--- src/rtl/chunked_addsub_if.sv ---
// chunked_addsub_if: operand/result handshake bundle for chunked_addsub_unit
interface chunked_addsub_if #(parameter int WIDTH = 32);
  logic             in_valid;
  logic             in_ready;
  logic [WIDTH-1:0] a;
  logic [WIDTH-1:0] b;
  logic             sub;
  logic             cin;
  logic             out_valid;
  logic             out_ready;
  logic [WIDTH-1:0] result;
  logic             carry_out;
  logic             overflow;
  logic             busy;
  modport master (
    output in_valid, a, b, sub, cin, out_ready,
    input  in_ready, out_valid, result, carry_out, overflow, busy
  );
  modport slave (
    input  in_valid, a, b, sub, cin, out_ready,
    output in_ready, out_valid, result, carry_out, overflow, busy
  );
endinterface

--- src/rtl/chunked_addsub_unit.sv ---
// chunked_addsub_unit: multi-cycle add/subtract, one CHUNK-bit look-ahead slice per clock
module chunked_addsub_unit #(
  parameter int WIDTH = 32,
  parameter int CHUNK = 8
) (
  input logic             clk,
  input logic             rst,
  chunked_addsub_if.slave io
);
  localparam int N  = WIDTH / CHUNK;
  localparam int KW = N > 1 ? $clog2(N) : 1;
  typedef enum logic [1:0] {IDLE, RUN, DONE} state_t;
  state_t           state, state_n;
  logic [WIDTH-1:0] a_r, bx_r, res_r;
  logic [KW-1:0]    k;
  logic             c, cout_r, ovf_r;
  logic [CHUNK-1:0] sa, sb, g, p, s;
  logic [CHUNK:0]   cc;
  logic             t, acc, last, accept;
  assign accept       = state == IDLE && io.in_valid;
  assign last         = k == KW'(N - 1);
  assign sa           = CHUNK'(a_r >> (k * CHUNK));
  assign sb           = CHUNK'(bx_r >> (k * CHUNK));
  assign io.in_ready  = state == IDLE;
  assign io.out_valid = state == DONE;
  assign io.busy      = state != IDLE;
  assign io.result    = res_r;
  assign io.carry_out = cout_r;
  assign io.overflow  = ovf_r;
  // each slice carry is a flat sum of generate/propagate products, no ripple chain
  always_comb begin
    g = sa & sb;
    p = sa ^ sb;
    cc = '0;
    cc[0] = c;
    t = 1'b0;
    acc = 1'b0;
    for (int i = 0; i < CHUNK; i++) begin
      acc = c;
      for (int j = 0; j <= i; j++) acc = acc & p[j];
      for (int j = 0; j <= i; j++) begin
        t = g[j];
        for (int m = j + 1; m <= i; m++) t = t & p[m];
        acc = acc | t;
      end
      cc[i+1] = acc;
    end
    s = p ^ cc[CHUNK-1:0];
  end
  always_comb
    state_n = state == IDLE ? (io.in_valid ? RUN : IDLE) :
              state == RUN  ? (last ? DONE : RUN) :
              (io.out_ready ? IDLE : DONE);
  always_ff @(posedge clk or posedge rst)
    if (rst) begin
      state  <= IDLE;
      a_r    <= '0;
      bx_r   <= '0;
      res_r  <= '0;
      k      <= '0;
      c      <= 1'b0;
      cout_r <= 1'b0;
      ovf_r  <= 1'b0;
    end else begin
      state <= state_n;
      if (accept) begin
        a_r  <= io.a;
        bx_r <= io.sub ? ~io.b : io.b;
        c    <= io.sub ^ io.cin;
        k    <= '0;
      end else if (state == RUN) begin
        res_r[k*CHUNK +: CHUNK] <= s;
        c <= cc[CHUNK];
        k <= k + KW'(!last);
        if (last) begin
          cout_r <= cc[CHUNK];
          ovf_r  <= cc[CHUNK] ^ cc[CHUNK-1];
        end
      end
    end
endmodule

--- src/flat_wrapper.sv ---
// flat-port wrapper written by rule: the top's interface ports become plain ports
module chunked_addsub_unit_flat 
#(
  parameter int WIDTH = 32,
  parameter int CHUNK = 8
)
  (clk, rst, io_in_valid, io_a, io_b, io_sub, io_cin, io_out_ready, io_in_ready, io_out_valid, io_result, io_carry_out, io_overflow, io_busy);
  chunked_addsub_if #(.WIDTH(WIDTH)) io_i ();
  input logic clk;
  input logic rst;
  input wire logic [$bits(io_i.in_valid)-1:0] io_in_valid;
  input wire logic [$bits(io_i.a)-1:0] io_a;
  input wire logic [$bits(io_i.b)-1:0] io_b;
  input wire logic [$bits(io_i.sub)-1:0] io_sub;
  input wire logic [$bits(io_i.cin)-1:0] io_cin;
  input wire logic [$bits(io_i.out_ready)-1:0] io_out_ready;
  output wire logic [$bits(io_i.in_ready)-1:0] io_in_ready;
  output wire logic [$bits(io_i.out_valid)-1:0] io_out_valid;
  output wire logic [$bits(io_i.result)-1:0] io_result;
  output wire logic [$bits(io_i.carry_out)-1:0] io_carry_out;
  output wire logic [$bits(io_i.overflow)-1:0] io_overflow;
  output wire logic [$bits(io_i.busy)-1:0] io_busy;
  assign io_i.in_valid = io_in_valid;
  assign io_i.a = io_a;
  assign io_i.b = io_b;
  assign io_i.sub = io_sub;
  assign io_i.cin = io_cin;
  assign io_i.out_ready = io_out_ready;
  assign io_in_ready = io_i.in_ready;
  assign io_out_valid = io_i.out_valid;
  assign io_result = io_i.result;
  assign io_carry_out = io_i.carry_out;
  assign io_overflow = io_i.overflow;
  assign io_busy = io_i.busy;
  chunked_addsub_unit #(.WIDTH(WIDTH), .CHUNK(CHUNK)) u_core (.clk(clk), .rst(rst), .io(io_i));
endmodule
--- config.mk ---
export PLATFORM = sky130hd
export DESIGN_NAME = chunked_addsub_unit_flat
export DESIGN_NICKNAME = d
export VERILOG_FILES = /design/src/rtl/chunked_addsub_if.sv /design/src/rtl/chunked_addsub_unit.sv /design/src/flat_wrapper.sv
export SDC_FILE = /design/constraint.sdc
export NUM_CORES = 1
export LEC_CHECK = 0
export ABC_AREA = 0
export CAP_MARGIN = 0
export CELL_PAD_IN_SITES_DETAIL_PLACEMENT = 1
export CELL_PAD_IN_SITES_GLOBAL_PLACEMENT = 2
export CORE_MARGIN = 4
export CORE_UTILIZATION = 36
export CTS_BUF_LIST = sky130_fd_sc_hd__clkbuf_8
export CTS_CLUSTER_SIZE = 30
export DETAILED_ROUTE_END_ITERATION = 8
export PLACE_DENSITY = 0.87
export SYNTH_ARGS = -nofsm -noshare
export SYNTH_HDL_FRONTEND = slang
export SYNTH_SLANG_ARGS = --single-unit
--- constraint.sdc ---
create_clock -name clk -period 6.1 [get_ports clk]
set_input_delay 1.22 -clock clk [delete_from_list [all_inputs] [get_ports clk]]
set_output_delay 1.22 -clock clk [all_outputs]
set_load 0.05 [all_outputs]
==> impl_metrics.yaml <==
place:
  dpl_cell_area_sq_um: 6230
  gp_congestion: 0.806
  hpwl_um: 9720
  io_buffers: 106
  post-place-cells: 731
synthesis:
  syn-num-nets: 555
  synth_warnings: 0
  synth_top_area_share_pct: 51.2
  syn_inst: 469
  synthTopCellsByArea: "dfrtp_1 (51%), nand2_1 (10%), mux4_2 (7.2%)"
  yosysMostFrequentCell: "nand2_1"
  synth_common_cells: "nand2_1 (138), dfrtp_1 (103), o21ai_0 (37)"
  synth_seq_cells: 103
  synth_edf_count: 0
  yosysSeqAreaShare_pct: 51.2
  ys.flop_type: "dfrtp_1"
  syn_area_sq_um: 5040
  synth_cell_types: 45
  avgSynthCellArea_sq_um: 10.7
  yosysTopAreaCell: "dfrtp_1"
  ys_async_sr_fraction_pct: 100
detailed_routing:
  antenna_left: 0
  wire_per_inst_um: 16.7
  drt_wl_total_um: 12500
  viasPerCell: 4.97
  drc: 0
  dr.pass1.iters: 4
  dr.first_iter.drc_count: 185
  route.vias.total: 3714
grt:
  grt_max_degree: 100
  track_usage_pct: 15.9
  grt_pass1_wl_um: 20600
  grt_pass1_vias: 4068
  grt_antenna_before_repair: 0
  grt_overflow: 0
die:
  rows: 42
  floorplan.initialDensity_pct: 37.5
  dieArea_sq_um: 16000
  pin_count: 107
  die_w_um: 126
  core_area_sq_um: 13500
  die_h_um: 126
setup_path:
  cp-startpoint: "u_core.k[0]"
  cp.arrival_ns: 3.94
  slowest_stage: "dfrtp_1"
  required_ns: 6.31
  critPathMaxFanout: 16
  cpPeakStageDelay_ns: 0.99
  rr_endpoint: "u_core.io.result[23]"
  crit_path_end: "u_core.io.result[23]"
  worstSetupEndpointType: "register"
  start_kind: "register"
  rrSetupSlack_ns: 2.37
  path_cells: "buf_4 -> mux4_2 -> ha_1 -> ha_1 -> o211ai_2 -> nand2_1 -> a41oi_2 -> mux2i_1 -> o21ai_1"
  rr_startpoint: "u_core.k[0]"
  path_class: "register to register"
  path_common_cell: "ha_1"
  r2r.worst_path.cells: 9
layout:
  diodes: 0
  fin_cells: 747
  fin_nets: 652
  drive_above_1_share_pct: 9.63
  finalInstanceArea_sq_um: 6410
  area_delta_synth_final_pct: 27.2
pwr:
  switching_share_pct: 47.5
  peakVddDrop_mv: 0.260
  seqPwrFrac_pct: 31.8
  pwr-share-comb_pct: 58.0
  switchingPower_mw: 1.79
  p_int_mw: 1.98
  p_leak_nw: 2.84
  clockPowerShare_pct: 10.1
  p_per_area_nw_per_um2: 588
job:
  max-cap-violations: 0
timing:
  clock_skew_ns: 0.0185
  final_hold_viol_count: 0
  fin_crit_sh_pct: 61.1
  slew_headroom_pct: 27.3
  worst_hold_slack_ns: 0.485
  period_needed_ns: 3.73
  worst-slew-pin-transition_ns: 1.09
  grt_setup_unrepaired: "false"
  fmax_ghz: 0.268
  setup_viol: 0
  fin_setup_tns_ns: 0
  report.final.slew_viol_count: 0
min_path:
  min_from: "u_core.bx_r[3]"
  holdPathStages: 2
  hold_path.class: "register to register"
clocking:
  post_cts_resized: 0
  cts_buffer_depth: 2
  ctsHoldBuffers: 0
  clkTransAtPathRegs_ns: 0.09
  clk_latency_ns: 0.36
  cts_tree: "yes"
  postCtsSetupBuffers: 0
  cts_htree_levels: 3
  cts.sinks: 103
  cts-root-buf: "clkbuf_8"
  cts_buffers: 9
outcome:
  outcome: "completed"
flip-flops by register name, summed over array words and instances, names as in the netlist:
register,flops
u_core.c,1
u_core.bx_r,32
u_core.io.overflow,1
u_core.io.carry_out,1
u_core.state,2
u_core.k,2
u_core.io.result,32
u_core.a_r,32
layer usage:
layer	routed length (um)	share of wire [%]	track usage [%]	vias up
met5	0	0	0	-
met4	93	0.75	3.03	0
met3	440	3.5	2.44	10
met2	6260	50	28.1	78
met1	5670	46	20.8	1829
li1	-	-	-	1797
how the worst min path moves through the flow:
stage | end | slack (ns)
2_1_floorplan | u_core.a_r[16] | 0.44
3_3_place_gp | u_core.bx_r[9] | 0.46
3_5_place_dp | u_core.a_r[30] | 0.46
4_1_cts | u_core.a_r[30] | 0.49
5_1_grt | u_core.bx_r[9] | 0.52
6_report | u_core.bx_r[3] | 0.48
layout by cell type, fill, tap and decap left out, types with 2 or more instances in the layout:
cell             count
nor2_1              11
clkbuf_8            10
inv_2                2
clkinvlp_4           3
o21ai_0             37
a21boi_2             2
nor3_4               2
a31oi_1              2
mux4_2              16
xnor2_1             36
nand2_4              4
nor2b_1              2
clkdlybuf4s50_1    105
inv_1                9
o21a_1               2
ha_1                15
nand2_1            137
a21oi_1              5
a22o_1              24
o21ai_1              8
dfrtp_1            103
nand2b_1             2
buf_4                3
a22oi_1              5
power by group through the flow:
stage	clock [mW]	combinational, mW	sequential (mW)
2_1_floorplan	0	1.42	1.35
3_3_place_gp	0	2.13	1.20
3_5_place_dp	0	2.20	1.22
4_1_cts	0.394	2.21	1.20
5_1_grt	0.428	2.40	1.24
6_report	0.382	2.19	1.20
worst max-delay path, delay by kind of cell, from the launching register on:
| family | cells | cell delay (ns) |
|---|---|---|
| AOI/OAI and AO/OA | 3 | 0.63 |
| buffers and inverters | 1 | 0.37 |
| DFF | 1 | 0.99 |
| adders and majority gates | 2 | 0.52 |
| and+or+nand+nor | 1 | 0.11 |
| muxes | 2 | 0.97 |
layout make-up:
| cell class | instances | area (sq um) |
|---|---|---|
| Clock buffer | 10 | 138 |
| Clock inverter | 6 | 38.8 |
| Fill cell | 1527 | 7050 |
| Inverter | 10 | 40.0 |
| Multi-Input combinational cell | 333 | 2310 |
| Sequential cell | 103 | 2580 |
| Tap cell | 176 | 220 |
| Timing Repair Buffer | 109 | 1080 |
logic make-up after synthesis:
kind of cell               Yosys count  share of synthesized area, %
adders and majority gates           16                          4.12
muxes                               17                          7.35
xor gates and xnor gates            36                          6.26
buffers and inverters               33                          2.95
AOI/OAI and AO/OA                   94                          12.9
and+or+nand+nor                    170                          15.3
DFF                                103                          51.2
metrics by stage:
step,setup WS [ns],util [%],power [mW]
2_1_floorplan,2.18,-,2.77
6_report,2.37,47.6,3.77
5_1_grt,2.11,47.6,4.07
3_3_place_gp,2.46,46.3,3.33
4_1_cts,2.31,47.6,3.81
3_5_place_dp,2.33,46.3,3.42
(Power assumes the default switching activity.)
